--- src/rtl/vga_text_timing_gen.sv ---
// VGA raster timing generator with text-mode cell addressing.
// Sync/blank are delayed PIPE_DLY pixel ticks to match the VRAM/font pipeline.
module vga_text_timing_gen #(
  parameter int CLK_DIV  = 2,
  parameter int H_ACTIVE = 640,
  parameter int H_FP     = 16,
  parameter int H_SYNC   = 96,
  parameter int H_BP     = 48,
  parameter int V_ACTIVE = 480,
  parameter int V_FP     = 10,
  parameter int V_SYNC   = 2,
  parameter int V_BP     = 33,
  parameter int H_POL    = 0,
  parameter int V_POL    = 0,
  parameter int CHAR_W   = 8,
  parameter int CHAR_H   = 16,
  parameter int PIPE_DLY = 2
) (
  input  logic        Clk,
  input  logic        Rst,
  output logic        pix_ce,
  output logic [10:0] pix_x,
  output logic [10:0] pix_y,
  output logic [7:0]  char_col,
  output logic [6:0]  char_row,
  output logic [3:0]  glyph_x,
  output logic [4:0]  glyph_y,
  output logic        hsync,
  output logic        vsync,
  output logic        blank_n,
  output logic        de,
  output logic        line_start,
  output logic        frame_start
);

  localparam int H_TOTAL = H_ACTIVE + H_FP + H_SYNC + H_BP;
  localparam int V_TOTAL = V_ACTIVE + V_FP + V_SYNC + V_BP;

  localparam logic [10:0] H_LAST = 11'(H_TOTAL - 1);
  localparam logic [10:0] V_LAST = 11'(V_TOTAL - 1);
  localparam logic [10:0] HA     = 11'(H_ACTIVE);
  localparam logic [10:0] VA     = 11'(V_ACTIVE);
  localparam logic [10:0] HS_LO  = 11'(H_ACTIVE + H_FP);
  localparam logic [10:0] HS_HI  = 11'(H_ACTIVE + H_FP + H_SYNC);
  localparam logic [10:0] VS_LO  = 11'(V_ACTIVE + V_FP);
  localparam logic [10:0] VS_HI  = 11'(V_ACTIVE + V_FP + V_SYNC);
  localparam logic [3:0]  GX_LAST  = 4'(CHAR_W - 1);
  localparam logic [4:0]  GY_LAST  = 5'(CHAR_H - 1);
  localparam logic [3:0]  DIV_LAST = 4'(CLK_DIV - 1);
  localparam logic        H_IDLE = (H_POL == 0);
  localparam logic        V_IDLE = (V_POL == 0);

  logic [3:0] div;
  logic       h_wrap;
  logic       v_last;
  logic       act;
  logic       hs;
  logic       vs;
  logic       ls_q;
  logic       fs_q;
  logic [2:0] dly [PIPE_DLY];

  assign pix_ce = !Rst && (div == DIV_LAST);
  assign h_wrap = (pix_x == H_LAST);
  assign v_last = (pix_y == V_LAST);

  assign act = (pix_x < HA) && (pix_y < VA);
  assign hs  = (pix_x >= HS_LO) && (pix_x < HS_HI);
  assign vs  = (pix_y >= VS_LO) && (pix_y < VS_HI);

  // Pixel-tick divider: wraps at CLK_DIV-1.
  always_ff @(posedge Clk or posedge Rst) begin
    if (Rst) begin
      div <= '0;
    end else if (div == DIV_LAST) begin
      div <= '0;
    end else begin
      div <= div + 4'd1;
    end
  end

  // Horizontal position and character column/glyph x.
  always_ff @(posedge Clk or posedge Rst) begin
    if (Rst) begin
      pix_x    <= '0;
      char_col <= '0;
      glyph_x  <= '0;
    end else if (pix_ce) begin
      if (h_wrap) begin
        pix_x    <= '0;
        char_col <= '0;
        glyph_x  <= '0;
      end else begin
        pix_x <= pix_x + 11'd1;
        if (glyph_x == GX_LAST) begin
          glyph_x  <= '0;
          char_col <= char_col + 8'd1;
        end else begin
          glyph_x <= glyph_x + 4'd1;
        end
      end
    end
  end

  // Vertical position and character row/glyph y, stepped on line wrap.
  always_ff @(posedge Clk or posedge Rst) begin
    if (Rst) begin
      pix_y    <= '0;
      char_row <= '0;
      glyph_y  <= '0;
    end else if (pix_ce && h_wrap) begin
      if (v_last) begin
        pix_y    <= '0;
        char_row <= '0;
        glyph_y  <= '0;
      end else begin
        pix_y <= pix_y + 11'd1;
        if (glyph_y == GY_LAST) begin
          glyph_y  <= '0;
          char_row <= char_row + 7'd1;
        end else begin
          glyph_y <= glyph_y + 5'd1;
        end
      end
    end
  end

  // Remember a wrap into column 0 so the start pulses skip the first tick.
  always_ff @(posedge Clk or posedge Rst) begin
    if (Rst) begin
      ls_q <= 1'b0;
      fs_q <= 1'b0;
    end else if (pix_ce) begin
      ls_q <= h_wrap;
      fs_q <= h_wrap && v_last;
    end
  end

  assign line_start  = pix_ce && ls_q;
  assign frame_start = pix_ce && fs_q;

  // Delay {act,hs,vs} to line up with the glyph pipeline.
  always_ff @(posedge Clk or posedge Rst) begin
    if (Rst) begin
      for (int i = 0; i < PIPE_DLY; i++) begin
        dly[i] <= '0;
      end
    end else if (pix_ce) begin
      dly[0] <= {act, hs, vs};
      for (int i = 1; i < PIPE_DLY; i++) begin
        dly[i] <= dly[i-1];
      end
    end
  end

  assign blank_n = dly[PIPE_DLY-1][2];
  assign de      = dly[PIPE_DLY-1][2];
  assign hsync   = dly[PIPE_DLY-1][1] ^ H_IDLE;
  assign vsync   = dly[PIPE_DLY-1][0] ^ V_IDLE;

endmodule

--- config.mk ---
export PLATFORM = sky130hd
export DESIGN_NAME = vga_text_timing_gen
export DESIGN_NICKNAME = d
export VERILOG_FILES = /design/src/rtl/vga_text_timing_gen.sv
export SDC_FILE = /design/constraint.sdc
export NUM_CORES = 1
export LEC_CHECK = 0
export BUFFER_PORTS_ARGS = -buffer_cell sky130_fd_sc_hd__clkbuf_2
export CORE_MARGIN = 10
export CORE_UTILIZATION = 59
export DETAILED_ROUTE_END_ITERATION = 7
export PLACE_DENSITY = 0.84
export SYNTH_ARGS = -nofsm -noshare
export SYNTH_HDL_FRONTEND = slang
export SYNTH_SLANG_ARGS = --single-unit
--- constraint.sdc ---
create_clock -name Clk -period 6 [get_ports Clk]
set_clock_uncertainty 0.2 [all_clocks]
set_input_delay 0.6 -clock Clk [delete_from_list [all_inputs] [get_ports Clk]]
set_output_delay 0.6 -clock Clk [all_outputs]
set_load 0.1 [all_outputs]
==> flow_summary.json <==
{
  "status": "finished, final reports clean",
  "wire_per_inst_um": 15.6,
  "max_freq_mhz": 271,
  "synthToLayoutAreaGrowth_pct": 19.4,
  "drt_iter0_markers": 128,
  "worst_hold_path_type": "in2async",
  "drc": 0,
  "synthCells": 307,
  "dp_hpwl_mm": 4.54,
  "clock_path_buffers": 2,
  "period_share_pct": 61.5,
  "path_clk_slew_ns": 0.07,
  "grt-ovfl-total": 0,
  "clock_latency_ns": 0.34,
  "cts_tree": "done",
  "gp_congestion": 0.826,
  "layoutNonFillerInstCount": 431,
  "cap_violations": 0,
  "wl_met1_mm": 3.04,
  "setup_ws_ns": 2.31,
  "grt_pass1_wl_mm": 11.5,
  "rr_endpoint": "pix_y[7]$_DFFE_PP0P_",
  "first_pass_iters": 4,
  "synth_edf_count": 0,
  "antenna_left": 0,
  "seq_area_frac_synth_pct": 50.2,
  "antenna_found_initial": 0,
  "via_per_inst": 5.73,
  "core_area_um2": 4720,
  "end_kind": "output port",
  "rsz0062_at_grt": "no",
  "wirelength_mm": 6.71,
  "path_max_fanout": 33,
  "finalHoldViolations": 0,
  "post_cts_buffers": 0,
  "fp.dieW_um": 90.0,
  "syn_area_um2": 2890,
  "grt_pass1_vias": 2529,
  "antenna_cells": 0,
  "ir_drop_uv": 257,
  "num_vias": 2470,
  "cp_data_required_time_ns": 5.20,
  "met3_length_um": 411,
  "maxSlewViolCount": 0,
  "nets": 368,
  "rows": 25,
  "syn-num-nets": 316,
  "cts_buffers": 9,
  "die_y_um": 90.0,
  "criticalPathCategory": "reg2out",
  "htreeDepth": 3,
  "rr_startpoint": "div[1]$_DFF_PP0_",
  "ff2ff_path_depth": 5,
  "leakage_nw": 1.67,
  "async_flop_share_pct": 100,
  "regArea_um2": 1450,
  "grt_max_degree": 59,
  "met2_length_mm": 3.13,
  "multi_input_area_um2": 1340,
  "die_area_um2": 8100,
  "dp_slack_ns": 2.38,
  "crit_arrival_ns": 2.89,
  "drive_above_1_share_pct": 22.5,
  "place_area_um2": 3190,
  "min_period_ns": 3.69,
  "root_buffer": "clkbuf_8",
  "max_slew_margin_pct": 52.9,
  "port_buffers": 54,
  "clkSinkCount": 58,
  "worst_pin_slew_ns": 0.707,
  "grt_usage_pct": 17.0,
  "n_fill_cell": 352,
  "fin_area_um2": 3450,
  "start_kind": "flop",
  "power_density_nw_per_um2": 373,
  "highest_layer": "met4",
  "postSynthAreaPerCell_um2": 9.42,
  "ys_warn_count": 0,
  "fin_tns_setup_ns": 0,
  "dp.cells": 415,
  "start_util_pct": 61.2,
  "io_pins": 55,
  "synthFlopType": "dfrtp_1",
  "ys_types": 48,
  "r2r_slack_ns": 2.78,
  "synth_seq_cells": 58,
  "cts_resized": 0,
  "finalSetupViolCount": 0,
  "holdBufCountCts": 0
}
## logic make-up after synthesis
family | Yosys count | share of synthesized area, %
and+or+nand+nor | 139 | 24.8
AOI/OAI and AO/OA | 61 | 12.3
DFF | 58 | 50.2
buffers and inverters | 22 | 3.33
xor gates and xnor gates | 16 | 4.85
adders and majority gates | 7 | 3.03
muxes | 4 | 1.43
## critical path: stages, from the launching register on
cell,delay [ns]
dfrtp_1,0.41
or4_2,1.00
inv_1,0.48
and2_1,0.19
clkbuf_2,0.45
## cells in the mapped netlist (2+ instances only)
| library cell | n | area share (%) |
|---|---|---|
| a21oi_1 | 4 | 0.69 |
| ha_1 | 7 | 3.0 |
| and4_1 | 2 | 0.61 |
| clkbuf_1 | 10 | 1.3 |
| o31ai_1 | 11 | 2.9 |
| o21ai_0 | 38 | 6.6 |
| o41ai_1 | 2 | 0.61 |
| nor4_1 | 2 | 0.43 |
| a31oi_1 | 2 | 0.43 |
| nand3_1 | 16 | 2.8 |
| nor3_1 | 8 | 1.4 |
| nand2b_1 | 4 | 0.87 |
| nor2_1 | 23 | 3.0 |
| nand2_1 | 48 | 6.2 |
| dfrtp_1 | 58 | 50 |
| inv_1 | 8 | 1.0 |
| xor2_1 | 6 | 1.8 |
| xnor2_1 | 10 | 3.0 |
| or3_1 | 2 | 0.43 |
| and3_1 | 4 | 0.87 |
| and2_1 | 6 | 1.3 |
| or2_2 | 2 | 0.43 |
| mux2i_1 | 3 | 1.0 |
| and3_2 | 2 | 0.52 |
| nand4_1 | 6 | 1.3 |
## registers in the layout (all words and copies together) (netlist names)
name,count
pix_y,11
char_col,8
dly,5
glyph_y,5
blank_n,1
div,4
char_row,7
fs_q,1
pix_x,11
glyph_x,4
ls_q,1
## cell type report
| type | count | share of cell area [%] |
|---|---|---|
| flip-flops and latches | 58 | 42.0 |
| repair buffers | 55 | 8.04 |
| well taps | 67 | 2.43 |
| multi-input cells | 227 | 38.9 |
| inverters | 8 | 0.870 |
| clock inverters | 5 | 3.62 |
| clock buffers | 11 | 4.09 |
## routing by layer
metal	GRT usage [%]	up-vias
li1	-	1185
met1	20.0	1205
met2	26.5	71
met3	5.90	9
met4	9.28	0
met5	0	-
## layout by cell type, fill, tap and decap left out, types with 3 or more instances in the layout
cell type  netlist  layout
xor2_1           6       6
clkbuf_8         0      10
nor3_1           8       8
and2_1           6       6
o31ai_1         11      11
and3_1           4       4
a21oi_1          4       4
mux2i_1          3       3
nand4_1          6       6
nand2_1         48      48
nor2_1          23      23
xnor2_1         10      10
nand3_1         16      16
o21ai_0         38      38
dfrtp_1         58      58
bufinv_16        0       4
inv_1            8       7
clkbuf_2         1      54
ha_1             7       7
nand2b_1         4       4
## per-stage QoR
| stage | hold slack (ns) | power, mW | utilization, % |
|---|---|---|---|
| 2_1_floorplan | 0.239 | 0.755 | - |
| 3_3_place_gp | 0.246 | 0.807 | 67.5 |
| 3_5_place_dp | 0.266 | 0.812 | 67.5 |
| 4_1_cts | 0.270 | 1.29 | 73.1 |
| 5_1_grt | 0.299 | 1.34 | 73.1 |
| 6_report | 0.244 | 1.29 | 73.1 |
## power breakdown
| group | switching, mW | internal, mW | total (mW) | leakage, nW |
|---|---|---|---|---|
| Clock | 0.156 | 0.329 | 0.485 | 0.134 |
| Sequential | 0.0401 | 0.421 | 0.461 | 0.778 |
| Combinational | 0.288 | 0.0542 | 0.342 | 0.755 |
| Total | 0.485 | 0.804 | 1.29 | 1.67 |
## how the worst max path moves through the flow
stage	endpoint	cells past startpoint	start	slack [ns]
2_1_floorplan	frame_start	6	Rst	1.79
3_3_place_gp	frame_start	6	Rst	2.42
3_5_place_dp	frame_start	6	Rst	2.38
4_1_cts	frame_start	4	div[1]$_DFF_PP0_	2.30
5_1_grt	frame_start	4	div[1]$_DFF_PP0_	2.15
6_report	frame_start	4	div[1]$_DFF_PP0_	2.31
No activity file was read; power rests on OpenSTA's default activity.
